[src/rtl/control_unit.sv]
// control_unit: ARM-subset instruction decoder with condition check, flag register and instruction counter.
module control_unit (
  input  logic        clk,
  input  logic        rst,
  input  logic [19:0] InstrControl,
  input  logic [3:0]  ALUFlags,
  output logic [12:0] Control,
  output logic [3:0]  Flags,
  output logic        Illegal,
  output logic [31:0] InstrCount
);
  typedef enum logic {S_WAIT, S_RUN} state_t;
  localparam logic [3:0] ADD = 4'b0000, SUB = 4'b0001, AND = 4'b0010,
                         ORR = 4'b0011, EOR = 4'b0100, MOV = 4'b0101;
  state_t      r_state;
  logic [3:0]  r_flags;
  logic [31:0] r_count;
  logic [3:0]  w_cond, w_cmd, w_rd, w_dp_alu, w_alu;
  logic [1:0]  w_op, w_regsrc;
  logic        w_i, w_s, w_u, w_l, w_dp_ok, w_cv, w_cmp, w_bad, w_run, w_condex;
  logic        w_n, w_z, w_c, w_v, w_memtoreg, w_memw, w_regw, w_pcs, w_alusrc;
  logic        w_fupd, w_cnt, w_unused;
  assign w_cond = InstrControl[19:16];
  assign w_op   = InstrControl[15:14];
  assign w_i    = InstrControl[13];
  assign w_cmd  = InstrControl[12:9];
  assign w_s    = InstrControl[8];
  assign w_rd   = InstrControl[7:4];
  assign w_u    = InstrControl[11];
  assign w_l    = InstrControl[8];
  assign w_unused = &{1'b0, InstrControl[3:0]};
  assign {w_n, w_z, w_c, w_v} = r_flags;
  always_comb begin
    w_dp_alu = ADD;
    w_dp_ok = 1'b1;
    w_cv = 1'b0;
    case (w_cmd)
      4'b0100: begin w_dp_alu = ADD; w_cv = 1'b1; end
      4'b0010, 4'b1010: begin w_dp_alu = SUB; w_cv = 1'b1; end
      4'b0000: w_dp_alu = AND;
      4'b1100: w_dp_alu = ORR;
      4'b0001: w_dp_alu = EOR;
      4'b1101: w_dp_alu = MOV;
      default: w_dp_ok = 1'b0;
    endcase
  end
  always_comb begin
    w_condex = 1'b0;
    case (w_cond)
      4'b0000: w_condex = w_z;
      4'b0001: w_condex = ~w_z;
      4'b0010: w_condex = w_c;
      4'b0011: w_condex = ~w_c;
      4'b0100: w_condex = w_n;
      4'b0101: w_condex = ~w_n;
      4'b0110: w_condex = w_v;
      4'b0111: w_condex = ~w_v;
      4'b1000: w_condex = w_c & ~w_z;
      4'b1001: w_condex = ~w_c | w_z;
      4'b1010: w_condex = w_n == w_v;
      4'b1011: w_condex = w_n != w_v;
      4'b1100: w_condex = ~w_z & (w_n == w_v);
      4'b1101: w_condex = w_z | (w_n != w_v);
      4'b1110: w_condex = 1'b1;
      default: w_condex = 1'b0;
    endcase
  end
  assign w_cmp      = w_cmd == 4'b1010;
  assign w_bad      = (w_op == 2'b11) | ((w_op == 2'b00) & ~w_dp_ok);
  assign w_run      = (r_state == S_RUN) & ~rst;
  assign w_memtoreg = (w_op == 2'b01) & w_l;
  assign w_memw     = (w_op == 2'b01) & ~w_l;
  assign w_alu      = w_op == 2'b00 ? w_dp_alu : w_op == 2'b01 ? (w_u ? ADD : SUB) : ADD;
  assign w_alusrc   = w_op == 2'b00 ? w_i : 1'b1;
  assign w_regw     = w_op == 2'b00 ? ~w_cmp : w_op == 2'b01 ? w_l : 1'b0;
  assign w_regsrc   = w_memw ? 2'b10 : w_op == 2'b10 ? 2'b01 : 2'b00;
  assign w_pcs      = (w_op == 2'b10) | ((w_rd == 4'b1111) & w_regw);
  // ImmSrc equals Op for every legal opcode
  assign Control = (~w_run | w_bad) ? 13'b0 :
                   {w_pcs & w_condex, w_memtoreg, w_memw & w_condex, w_alu, w_alusrc,
                    w_op, w_regw & w_condex, w_regsrc};
  assign Illegal    = w_run & w_bad;
  assign w_cnt      = w_run & w_condex & ~w_bad;
  assign w_fupd     = w_cnt & (w_op == 2'b00) & (w_s | w_cmp);
  assign Flags      = r_flags;
  assign InstrCount = r_count;
  always_ff @(posedge clk) begin
    if (rst) begin
      r_state <= S_WAIT;
      r_flags <= 4'b0;
      r_count <= 32'b0;
    end else begin
      r_state <= S_RUN;
      if (w_fupd) r_flags <= {ALUFlags[3:2], w_cv ? ALUFlags[1:0] : r_flags[1:0]};
      if (w_cnt) r_count <= r_count + 32'd1;
    end
  end
endmodule

[config.mk]
export PLATFORM = sky130hd
export DESIGN_NAME = control_unit
export DESIGN_NICKNAME = d
export VERILOG_FILES = /design/src/rtl/control_unit.sv
export SDC_FILE = /design/constraint.sdc
export NUM_CORES = 1
export LEC_CHECK = 0
export ABC_AREA = 0
export BUFFER_PORTS_ARGS = -buffer_cell sky130_fd_sc_hd__buf_2
export CAP_MARGIN = 25
export CORE_MARGIN = 1.5
export CORE_UTILIZATION = 44
export CTS_BUF_LIST = sky130_fd_sc_hd__clkbuf_4 sky130_fd_sc_hd__clkbuf_8
export CTS_CLUSTER_DIAMETER = 60
export DETAILED_ROUTE_END_ITERATION = 7
export GPL_ROUTABILITY_DRIVEN = 1
export HOLD_SLACK_MARGIN = 0.03
export PLACE_DENSITY_LB_ADDON = 0.1
export SYNTH_ARGS = -nofsm -noshare
export SYNTH_HDL_FRONTEND = slang
export SYNTH_SLANG_ARGS = --single-unit
[constraint.sdc]
create_clock -name clk -period 2.4 [get_ports clk]
set_input_delay 0.48 -clock clk [delete_from_list [all_inputs] [get_ports clk]]
set_output_delay 0.48 -clock clk [all_outputs]
set_load 0.01 [all_outputs]
==> results of run 1 <==
metrics by stage:
step | std cells | hold slack (ps) | cell area [µm²]
after floorplan | 297 | 504 | 2380
after global placement | 440 | 474 | 2890
after detailed placement | 440 | 489 | 2890
after CTS | 449 | 417 | 3020
after global routing | 450 | 431 | 3080
final | 450 | 421 | 3080
path summary, 6_finish.rpt:
path | startpoint | end | slack [ps] | depth (start not counted)
worst max-delay path | Flags[3] | Control[12] | -40 | 7
worst min-delay path | ALUFlags[0] | Flags[0] | 420 | 3
worst max register to register | Flags[3] | InstrCount[23] | 40 | 8
worst min register to register | InstrCount[16] | InstrCount[16] | 500 | 2
per-layer routing:
| metal | vias up | GRT usage [%] | part of all wire (%) |
|---|---|---|---|
| met4 | 0 | 5.75 | 1.2 |
| met2 | 72 | 35.7 | 46 |
| met1 | 1181 | 27.6 | 48 |
| met5 | - | 0 | 0 |
| met3 | 6 | 4.50 | 5.7 |
| li1 | 1279 | - | - |
repair_timing:
action | in CTS | in global routing
pin swaps | 1 | 7
resized for setup | 7 | 10
endpoints found under the setup margin | 3 | 15
cloned | 0 | 1
buffers inserted | 2 | 0
worst max-delay path, stage by stage (launching register included):
cell	delay (ps)
dfxtp_4	370
buf_6	120
mux2i_1	160
nor3_2	70
o41a_4	480
o21ai_4	260
nor2_2	70
buf_2	140
where the power goes:
| group | internal [W] | switching [W] |
|---|---|---|
| combinational | 0.0000751 | 0.000100 |
| sequential | 0.000614 | 0.00000236 |
| clock | 0.000239 | 0.000217 |
cell usage after synthesis, drive strengths merged, types with 4 or more instances:
master / count
a2111oi: 4
a21oi: 29
and2: 6
and3: 8
and4: 4
buf: 12
clkbuf: 9
dfxtp: 37
inv: 9
mux2i: 8
nand2: 26
nand2b: 4
nand3: 12
nand4: 8
nor2: 22
nor3: 7
o21ai: 13
o31ai: 11
or3: 11
or4: 11
xnor2: 8
placed cells by master, fill, tap and decap left out, types with 6 or more instances in the layout:
cell | netlist | layout
buf_2 | 5 | 70
dfxtp_1 | 37 | 35
nand2_1 | 26 | 26
a21oi_1 | 29 | 24
buf_4 | 4 | 24
nor2_1 | 22 | 21
o21ai_0 | 12 | 12
nand3_1 | 11 | 11
or3_1 | 11 | 11
o31ai_1 | 11 | 10
inv_1 | 8 | 8
mux2i_1 | 8 | 8
xnor2_1 | 8 | 8
nand4_1 | 8 | 8
and3_1 | 8 | 8
or4_1 | 11 | 8
and2_1 | 6 | 6
clkbuf_8 | 0 | 6
state kept, by name, summed over array words and instances, names as in the netlist:
register / count
r_state: 1
Flags: 4
InstrCount: 32
kinds of logic (layout without fill, tap and decap cells):
logic type,Yosys count,count (layout),synth area share (%)
and+or+nand+nor,132,132,31.8
AOI/OAI and AO/OA,80,80,23.1
DFF,37,37,31.8
buffers and inverters,30,113,6.12
xor gates and xnor gates,8,8,3.01
muxes,8,8,3.44
adders and majority gates,1,1,0.537
other,1,1,0.161
layout make-up:
class | instances | area (µm²)
fill | 487 | 2020
multi-input combinational | 230 | 1540
sequential | 37 | 748
timing repair buffer | 97 | 587
clock buffer | 7 | 90.1
tap | 70 | 87.6
inverter | 9 | 33.8
==> impl_metrics.ini, run 1 <==
[setup_path]
cp.arrival_ps = 1960
worstSetupEndpointType = primary output
crit_required_ps = 1920
crit_type = reg2out
worstPathMaxFanout = 6
crit_path_start_kind = flip-flop

[sta]
finalMaxSlewViolations = 0
setup_viol = 3
post-route-period-util_pct = 102
rsz0062_at_grt = true
fin_ws_ps = -42.5
min_period_ps = 2440
tightest_slew_ps = 678
finalSetupTns_ps = -79.1
finClkSkew_ps = 8.39
fmax_ghz = 0.409
finalHoldViolations = 0
relSlewSlack_pct = 54.3

[outcome]
violations = setup timing
status = complete, but fails checks

[placement]
port_buffers = 70
gp_congestion = 0.861
place_ws_ps = -69.4
hpwlAfterDp_um = 4430

[pwr]
power.total_w = 0.00125
peakVddDrop_mv = 0.349
p_per_area_nw_per_um2 = 405
leakage_nw = 1.26

[logic_synthesis]
ys_seq_area_share_pct = 31.8
syn_inst = 297
synth_area_leaders = dfxtp_1 (32%), a21oi_1 (6.2%), nand2_1 (4.2%), nor2_1 (3.5%), o31ai_1 (3.5%)
syn_area_um2 = 2330
ys.flop_type = dfxtp_1
syn_nets = 324
yosys_register_bits = 37
synth_warnings = 0
synth-edff-count = 0
synth_top_area_share_pct = 31.8
yosys.cell_types.count = 54
synth.avg_cell_area_um2 = 7.84
async_flop_share_pct = 0
synth_largest_area_cell = dfxtp_1

[drt]
vias = 2538
firstDrtPassIters = 4
finalWirelength_um = 6250
postRouteAntennaNets = 0
drt_iter0_drc = 63
routed_via_density = 5.64
routedWlPerCell_um = 13.9
drc = 0

[clocking]
clockRootBuffer = clkbuf_8
clkTransAtPathRegs_ps = 80
cts_tree = done
cts_buffer_depth = 2
cts_num_sinks = 37
htree_levels = 2
cts_buffers = 5
hold_buffers = 0
insertion_delay_ps = 290

[floorplan]
io_pins = 76
initial_utilization_pct = 45.6
die-width_um = 75.8
core_um2 = 5110
die_area_um2 = 5740
num_rows = 26
die_y_um = 75.8

[grt]
track_usage_pct = 21.3
grt_pass1_vias = 2090
grt_max_degree = 35
grt_pass1_wl_um = 9410
grt-ovfl-total = 0
antenna_found_initial = 0

[cells_and_area]
layout-drive-gt1-share_pct = 34.5
post-route-util_pct = 60.4
area_growth_pct = 32.4
nets = 407
insertedDiodeCount = 0

[flow_run]
max_cap_viol_count = 0

[hold_path]
min_path_type = in2reg
(Power assumes the default switching activity.)
==> run 2, diff against run 1 <==
- CORE_ASPECT_RATIO: unset -> 2
- TNS_END_PERCENT: unset -> 20
==> run 2 against run 1 <==
  * The run still ends with setup timing left
  * Register-to-register slack improved by 50 ps
  * Routed wire length rose by 3.6%
  * Cell count fell by 0.89%
  * Total power rose by 2.5%
  * Design area is 0.61% higher
  * Sequential share of layout area is 0.15 points lower
  * Clock skew barely moved
  * Count of clock-buffer cells in the layout unchanged
==> impl_metrics.ini, run 2 (synthesized netlist as in run 1, its figures left out) <==
[setup_path]
path_depth = 7
critPathTopFamily = compound AO/OA/AOI/OAI gates
worstPathMaxFanout = 7
cp.arrival_ps = 1980
crit_required_ps = 1920
critPathCapture = Control[12]
reg2reg_to = InstrCount[25]
crit_buf_inv = 2
reg2reg_depth = 8
crit_path_start_kind = flip-flop
cpMaxStageDelayCell = o41a_4
cp-startpoint = Flags[3]
r2r_slack_ps = 90
cp_slowest_stage_delay_ps = 510
crit_type = reg2out
cp_cell_sequence = buf_6 -> mux2i_1 -> nor3_2 -> o41a_4 -> o21ai_4 -> nor2_2 -> buf_2
worstSetupEndpointType = primary output
rr_startpoint = Flags[3]

[cells_and_area]
nets = 414
post-route-util_pct = 60.4
area_growth_pct = 33.2
insertedDiodeCount = 0
layout_commonest_cell = buf_2
final_cell_mix = buf_2 (70), dfxtp_1 (35), buf_4 (32), nand2_1 (26), a21oi_1 (24)
largest_reg_flops = 32
layout-drive-gt1-share_pct = 35.1
stdcell_count = 446

[placement]
port_buffers = 70
dp.cells = 434
hpwlAfterDp_um = 4850
gp_congestion = 0.833

[floorplan]
die-width_um = 54.5
core_um2 = 5140
die_y_um = 106
num_rows = 37
die_area_um2 = 5770
io_pins = 76
initial_utilization_pct = 45.3

[sta]
fin_ws_ps = -56.6
fmax_ghz = 0.407
rsz0062_at_grt = true
worst_hold_slack_ps = 419
setup_viol = 3
finalHoldViolations = 0
finalMaxSlewViolations = 0
finalSetupTns_ps = -150
tightest_slew_ps = 590
relSlewSlack_pct = 60.2
finClkSkew_ps = 8.80
post-route-period-util_pct = 102
min_period_ps = 2460

[grt]
track_usage_pct = 23.3
antenna_found_initial = 0
met1_usage_pct = 23.7
met3_usage_pct = 3.65
grt_pass1_wl_um = 10100
grt_pass1_vias = 2363
grt-ovfl-total = 0
grt_max_degree = 32
busiest_layer = met2
met2_usage_pct = 42.7

[flow_run]
max_cap_viol_count = 0

[clocking]
clkTransAtPathRegs_ps = 80
cts_tree = done
clockRootBuffer = clkbuf_8
cts_buffer_depth = 2
cts_buffers = 5
cts_num_sinks = 37
insertion_delay_ps = 300
hold_buffers = 0
htree_levels = 2

[drt]
finalWirelength_um = 6480
drt_iter0_drc = 59
firstDrtPassIters = 4
routedWlPerCell_um = 14.5
drc = 0
vias = 2574
postRouteAntennaNets = 0
routed_via_density = 5.77

[hold_path]
min_path_type = in2reg

[pwr]
leakage_nw = 1.28
p_per_area_nw_per_um2 = 413
peakVddDrop_mv = 0.414

[outcome]
status = complete, but fails checks
violations = setup timing
==> run 2: worst min path at each step <==
stage,slack (ps),from,endpoint,depth (start not counted)
after floorplan,500,InstrCount[21],InstrCount[21],2
after global placement,480,InstrCount[16],InstrCount[16],2
after detailed placement,480,InstrCount[29],InstrCount[29],2
after CTS,410,ALUFlags[0],Flags[0],3
after global routing,430,ALUFlags[1],Flags[1],3
final,420,ALUFlags[1],Flags[1],3
==> run 2: per-stage QoR <==
stage | area (µm²) | setup slack (ps) | total power, W
after global placement | 2920 | -27.8 | 0.000801
after floorplan | 2380 | 4.80 | 0.000736
after CTS | 3040 | -89.6 | 0.00129
final | 3100 | -56.6 | 0.00128
after global routing | 3100 | -139 | 0.00133
after detailed placement | 2920 | -51.4 | 0.000803
==> run 2: layout make-up <==
cell class                      instances  area (µm²)
Clock buffer                            7        96.3
Clock inverter                          1        5.00
Fill cell                             500        2040
Inverter                                9        33.8
Multi-Input combinational cell        230        1530
Sequential cell                        37         748
Tap cell                               58        72.6
Timing Repair Buffer                  104         622
==> run 2: routing by layer <==
layer / part of all wire, % / vias to the layer above
met5: 0 / -
met1: 38 / 1220
met3: 3.7 / 12
met2: 56 / 58
li1: - / 1284
met4: 2.3 / 0
==> run 2: worst register-to-register path, stage by stage, from the launching register on <==
cell and delay, ps:
dfxtp_4 370, or4b_1 530, nand3_2 120, o41a_4 180, o21ai_4 90, buf_4 160, buf_12 150, or4_1 510
a21oi_1 150
==> run 2: power by group <==
group	leakage, nW	internal [W]	switching (W)	total (W)
sequential	0.300	0.000614	0.00000283	0.000617
combinational	0.926	0.0000778	0.0000989	0.000177
clock	0.0542	0.000260	0.000227	0.000487
==> run 2: what timing repair did <==
action,CTS,global route
gates resized for setup,3,12
gates cloned,0,0
setup buffers,1,3
setup endpoints to repair,3,22
pin swaps,1,15
